### src/rtl/onehot_issue_decoder.sv
// Binary index to one-hot issue decoder with a valid/ready input handshake, a registered
// one-hot output held until the selected lane acknowledges, and a one-entry pending buffer.
// Optional feature macro: DECODER_TIMEOUT_EN (drop an unacknowledged issue after TIMEOUT cycles).
module onehot_issue_decoder #(
  parameter int unsigned NUM_ENTRY = 8,
  parameter int unsigned TIMEOUT   = 16,
  localparam int unsigned WIDTH_IDX = $clog2(NUM_ENTRY)
) (
  input  logic                 clock,
  input  logic                 reset,
  input  logic                 I_Valid,
  input  logic [WIDTH_IDX-1:0] I_Index,
  output logic                 O_Ready,
  output logic                 O_Valid,
  output logic [NUM_ENTRY-1:0] O_OneHot,
  input  logic [NUM_ENTRY-1:0] I_Ack,
  output logic                 O_Err,
  output logic                 O_Timeout
);

  typedef enum logic [1:0] {StEmpty, StOne, StTwo} state_e;

  state_e               r_state, w_state_nxt;
  logic [NUM_ENTRY-1:0] r_cur_oh, w_cur_oh_nxt;
  logic [WIDTH_IDX-1:0] r_pend_idx, w_pend_idx_nxt;
  logic                 r_err;
  logic                 w_accept, w_idx_ok, w_acc_ok, w_ack, w_tmo, w_drop, w_load_cur;
  logic [NUM_ENTRY-1:0] w_in_oh, w_pend_oh;

  // Pending buffer occupancy alone gates acceptance, so O_Ready is a registered term.
  assign O_Ready  = (r_state != StTwo);
  assign O_Valid  = (r_state != StEmpty);
  assign O_OneHot = r_cur_oh;
  assign O_Err    = r_err;

  assign w_accept = I_Valid & O_Ready;
  assign w_idx_ok = (32'(I_Index) < NUM_ENTRY);
  assign w_acc_ok = w_accept & w_idx_ok;
  // r_cur_oh is zero when nothing is issued, so stray acks fall out here.
  assign w_ack    = |(I_Ack & r_cur_oh);
  assign w_drop   = w_ack | w_tmo;

  // Decode the incoming and the pending index; out-of-range values decode to zero.
  always_comb begin
    w_in_oh   = '0;
    w_pend_oh = '0;
    for (int unsigned i = 0; i < NUM_ENTRY; i++) begin
      w_in_oh[i]   = (32'(I_Index) == i);
      w_pend_oh[i] = (32'(r_pend_idx) == i);
    end
  end

  // Next-state: cur/pend FIFO of depth two, with bypass into cur when cur drops.
  always_comb begin
    w_state_nxt    = r_state;
    w_cur_oh_nxt   = r_cur_oh;
    w_pend_idx_nxt = r_pend_idx;
    w_load_cur     = 1'b0;
    unique case (r_state)
      StEmpty: begin
        if (w_acc_ok) begin
          w_state_nxt  = StOne;
          w_cur_oh_nxt = w_in_oh;
          w_load_cur   = 1'b1;
        end
      end
      StOne: begin
        if (w_drop) begin
          if (w_acc_ok) begin
            w_cur_oh_nxt = w_in_oh;
            w_load_cur   = 1'b1;
          end else begin
            w_state_nxt  = StEmpty;
            w_cur_oh_nxt = '0;
          end
        end else if (w_acc_ok) begin
          w_state_nxt    = StTwo;
          w_pend_idx_nxt = I_Index;
        end
      end
      StTwo: begin
        if (w_drop) begin
          w_state_nxt  = StOne;
          w_cur_oh_nxt = w_pend_oh;
          w_load_cur   = 1'b1;
        end
      end
      default: begin
        w_state_nxt  = StEmpty;
        w_cur_oh_nxt = '0;
      end
    endcase
  end

  // State, issue and error-pulse registers.
  always_ff @(posedge clock) begin
    if (reset) begin
      r_state    <= StEmpty;
      r_cur_oh   <= '0;
      r_pend_idx <= '0;
      r_err      <= 1'b0;
    end else begin
      r_state    <= w_state_nxt;
      r_cur_oh   <= w_cur_oh_nxt;
      r_pend_idx <= w_pend_idx_nxt;
      r_err      <= w_accept & ~w_idx_ok;
    end
  end

`ifdef DECODER_TIMEOUT_EN
  localparam int unsigned WIDTH_CNT = $clog2(TIMEOUT + 1);

  logic [WIDTH_CNT-1:0] r_wait;
  logic                 r_timeout;

  // An ack in the final wait cycle wins over the timeout.
  assign w_tmo     = O_Valid & ~w_ack & (r_wait == WIDTH_CNT'(TIMEOUT - 1));
  assign O_Timeout = r_timeout;

  // Wait counter restarts on every load into cur and counts unacknowledged cycles.
  always_ff @(posedge clock) begin
    if (reset) begin
      r_wait    <= '0;
      r_timeout <= 1'b0;
    end else begin
      r_timeout <= w_tmo;
      if (w_load_cur) begin
        r_wait <= '0;
      end else if (O_Valid && !w_ack) begin
        r_wait <= r_wait + 1'b1;
      end
    end
  end
`else
  logic w_unused_timeout;

  // TIMEOUT only matters when the timeout feature is built in.
  assign w_unused_timeout = (TIMEOUT != 0) & w_load_cur;
  assign w_tmo            = 1'b0;
  assign O_Timeout        = 1'b0;
`endif

endmodule

### config.mk
export PLATFORM = sky130hd
export DESIGN_NAME = onehot_issue_decoder
export DESIGN_NICKNAME = d
export VERILOG_FILES = /design/src/rtl/onehot_issue_decoder.sv
export SDC_FILE = /design/constraint.sdc
export NUM_CORES = 1
export LEC_CHECK = 0
export ABC_AREA = 1
export BUFFER_PORTS_ARGS = -buffer_cell sky130_fd_sc_hd__buf_4
export CAP_MARGIN = 20
export CORE_MARGIN = 3
export CORE_UTILIZATION = 50
export CTS_CLUSTER_SIZE = 20
export DETAILED_ROUTE_END_ITERATION = 10
export PLACE_DENSITY = 0.9
export SKIP_CTS_REPAIR_TIMING = 1
export SLEW_MARGIN = 20
export SYNTH_ARGS = -nofsm -noshare
export SYNTH_HDL_FRONTEND = slang
export SYNTH_SLANG_ARGS = --single-unit
### constraint.sdc
create_clock -name clock -period 1.2 [get_ports clock]
set_input_delay 0 -clock clock [delete_from_list [all_inputs] [get_ports clock]]
set_output_delay 0 -clock clock [all_outputs]
set_load 0.01 [all_outputs]
Yosys cells after proc, flatten, opt, wreduce, memory -nomap -nowiden
Cells that the tools add are included.
- logic and storage cells: 47
- memories: 0
- register bits after elaboration: 13
- output and inout bits: 12
- memory bits (read-only): 0
- bits in latches: 0
- RAM bits: 0
- divide/modulo/power cells: 0
- eq/ne operators: 22
- reductions and logical operators: 8
- order comparisons: 0
- bitwise operators: 3
- muxes and demuxes: 11
- shifts and indexed selects: 0
- multiply operators: 0
- $add $sub $neg: 0
- operator list (operator ; number):
    $mux 8 ; 4
    $eq 3x3->1 const B ; 8
    $pmux 8 s3 ; 1
    $eq 3x2->1 const B ; 4
    $mux 2 ; 5
    $and 8x8->8 ; 1
    $ne 2x2->1 const B ; 4
    $reduce_or 8->1 ; 1
    $eq 3x1->1 const B ; 2
    $logic_not 3->1 ; 2
    $ne 3x3->1 const B ; 2
    $pmux 2 s3 ; 1
    $reduce_and 3->1 ; 2
    $reduce_and 4->1 ; 1
    $eq 2x1->1 const B ; 1
    $eq 2x2->1 const B ; 1
    $logic_not 2->1 ; 1
    $reduce_bool 2->1 ; 1
    $and 1x1->1 ; 1
    $not 1->1 ; 1

Logic depth before layout (Yosys ltp)
- depth in word-level cells: 5
- mapped depth: 9
- depth with buffers taken out: 8

Worst setup path after synthesis
Ideal clock, no wire load.
- kind: register to register
- start: register r_cur_oh[6], in the netlist O_OneHot[6]
- end: register r_state[0]
- setup time: 110 ps
- stages on the path, launching flop included: 10
- period minus slack after synthesis: 1134 ps
- arrival time: 1024 ps
- required time: 1090 ps
- path buffers: 1
- slack: 66 ps
- cell sequence: dfxtp_1 > nand2_1 > nand2_1 > nor2_2 > and2_1 > buf_4 > nand2_1 > nand2_1 > inv_1 > nor2_1
- word-level cells in the longest chain between the ends: 4
- ends and longest elaborated chain (what ; line ; source):
    start, declared ; 24 ; logic [NUM_ENTRY-1:0] r_cur_oh, w_cur_oh_nxt;
    start signal, assigned ; 104 ; r_cur_oh <= w_cur_oh_nxt;
    $and 8x8->8 * ; 40 ; assign w_ack = |(I_Ack & r_cur_oh);
    $reduce_or 8->1 * ; 40 ;
    $ne 3x3->1 (no source line) (tied with other cells) ; n/a ;
    $reduce_and 4->1 (no source line) / $pmux 2 s3 (equally long branches) ; n/a ;
    end signal, assigned ; 98 ; r_state <= StEmpty;
    end signal, assigned ; 103 ; r_state <= w_state_nxt;
    end, declared ; 23 ; state_e r_state, w_state_nxt;
Every way passes the cells marked *; elsewhere a longest branch is shown, timed or not.
A chain may end at the register's enable or synchronous reset.

Worst setup path in the final report
- start: register r_cur_oh[0], in the netlist O_OneHot[0]
- end: register r_pend_idx[0]
- word-level cells in the longest chain between the ends: 4
- ends and longest elaborated chain (what ; line ; source):
    $and 8x8->8 ; 40 ;
    $reduce_or 8->1 ; 40 ;
    $not 1->1 (no source line) ; n/a ;
    $reduce_and 3->1 (no source line) ; n/a ;
    end signal, assigned ; 105 ; r_pend_idx <= w_pend_idx_nxt;
    end, declared ; 25 ; logic [WIDTH_IDX-1:0] r_pend_idx, w_pend_idx_nxt;
No other way between the ends.

==> metrics <==
status finished, final reports clean; Avg Cell Area, Syn 5.78 um^2; Remaining DRCs 0; most common cell after layout, fill and taps aside nor2_1; Die Wd 47.9 um; Pwr per Cell Area 1350 mW/mm^2; P&R area growth vs syn 37.6%; maximum fanout along the worst path 6; count of state elements after synthesis 13; top cell type's share of synthesized area 29.6%; First-pass DRT Iterations 4; largest net degree at the start of global routing 16; period utilisation layout 99.6%; FILL cells 115; # rows 14; Inserted Clock Buffers 3; Slowest-stage cell, CP dfxtp_1; Reg area 269 um^2; diode count 0; TritonCTS clock tree built; Critical Path AT 1.38 ns; Peak VDD IR 1170 uV; final core occ 76.7%; dpl cell area 0.00107 mm^2; critical path type flip-flop to flip-flop; worst hold margin 0.139 ns; CP Data Required Time 1.39 ns; CP endpoint kind flip-flop; Bufs and invs on worst path 0; CP Launch Type flip-flop; CTS Sinks 13; synth top area cells dfxtp_1, nand2_1, nor2_1; RSZ-0062 raised after global routing yes; DRT antenna net count 0; I/O pin count 26; GP Congestion 0.844; FMAX 0.837 GHz; clock skew 0.000260 ns; Detailed Place HPWL 1.62 mm; GRT Total Usage 20.5%; vias per cell 5.33; chip height 47.9 um; setup violators final 0; CTS Root Cell clkbuf_4; leading cell types in the layout, fill and taps excluded nor2_1, nand2_1, buf_4; Max Cap Viol 0; Worst path most repeated cell nand2_1; nets 195; Power, Total 1630 uW; Largest delay share family, worst path simple AND/OR/NAND/NOR gates; via count 1044; Multi-input gate area 603 um^2; critical-path cell list nand2_1, nand2_2, nor2_4, and2_4, nand3_1, nand2_1, nor2_1; first-pass GRT wire length 3.35 mm; Die Footprint 0.00230 mm^2; CORE AREA 0.00158 mm^2; clock period minus worst slack 1.19 ns; sequential share of the synthesized area 29.6%; vias in the first global route 794; max incr delay on CP 0.33 ns; htree depth 1; Yosys warnings 0; endpoints failing hold 0; Min-Delay Path Class primary input to flip-flop; Worst-path clk slew 0.08 ns; Post-Syn Area 878 um^2; Max Slew Vio Count 0; Starting Density 55.7%; grt ovf 0; fin area 0.00121 mm^2; final wirelength 2.48 mm; count of input and output buffers 23; DR iter-0 viols 23; Max Buffers Root-to-Sink 2; DR WL/cell 12.7 um; critical path depth 7; P_leak 0.000607 uW; initial antenna violation count 0; worst reg-to-reg path cell count 7; Cells after Synth 152; Worst-Skew Late Latency 0.28 ns; layout cell share with drive strength beyond 1 34.4%; cell type with the highest aggregate area in the netlist dfxtp_1; number of distinct library cells after synthesis 19; WHS Path Cells 4
-- power by group --
group	internal (uW)	switching, uW
clock	129	150
sequential	505	58.0
combinational	334	455
-- state kept, by name, indices dropped and copies added (netlist names) --
name / cells
r_state: 2
O_OneHot: 8
r_pend_idx: 3
-- per-layer routing --
layer / part of all wire (%) / GRT usage, % / wire, um
met4: 1.8 / 3.76 / 44
met5: 0 / 0 / 0
met1: 40 / 24.4 / 990
met2: 51 / 35.4 / 1280
met3: 6.9 / 7.52 / 170
-- cell type report --
class / count / share of cell area (%)
Timing Repair Buffer: 28 / 18.6
Multi-Input combinational cell: 119 / 49.9
Clock buffer: 4 / 2.17
Sequential cell: 13 / 22.3
Inverter: 16 / 5.38
Tap cell: 16 / 1.66
-- metrics by stage --
stage	std cells	TNS, ns	worst slack, ns
finish	196	0	0.00505
CTS	194	-0.194	-0.0587
global placement	190	0	0.0196
detailed placement	190	-0.0638	-0.0271
floorplan	153	0	0.0660
global route	196	-0.422	-0.0704
-- path summary, 6_finish.rpt --
path / endpoint / slack, ns / startpoint
hold reg to reg: O_OneHot[4]$_SDFFE_PP0P_ / 0.51 / O_OneHot[4]$_SDFFE_PP0P_
hold / removal: O_OneHot[5]$_SDFFE_PP0P_ / 0.14 / reset
setup reg to reg: r_pend_idx[0]$_SDFFE_PP0P_ / 0.005 / O_OneHot[0]$_SDFFE_PP0P_
setup / recovery: r_pend_idx[0]$_SDFFE_PP0P_ / 0.005 / O_OneHot[0]$_SDFFE_PP0P_
-- cell usage after synthesis --
| master | n |
|---|---|
| buf_2 | 2 |
| o22ai_1 | 1 |
| and2_1 | 1 |
| inv_2 | 2 |
| dfxtp_1 | 13 |
| nand2_1 | 40 |
| o21ai_2 | 1 |
| nand3_1 | 20 |
| nand3_4 | 1 |
| a21oi_1 | 9 |
| nand2_2 | 3 |
| buf_4 | 3 |
| conb_1 | 1 |
| nor2_1 | 36 |
| nor3_1 | 1 |
| o21ai_0 | 1 |
| nor2_2 | 2 |
| inv_1 | 14 |
| buf_6 | 1 |
-- cells by family (layout without fill, tap and decap cells) --
kind of cell    after synthesis  in the layout  share of synthesized area (%)
compound gates               12             12                           7.41
simple gates                104            105                           50.7
other cells                   1              2                          0.427
buf+inv                      22             48                           11.8
flops                        13             13                           29.6
-- tightest hold or removal path: stages --
cell and delay [ns]:
buf_4 0.08, inv_1 0.16, nand2_1 0.12, nor2_1 0.03
No activity file was read; power rests on OpenSTA's default activity.
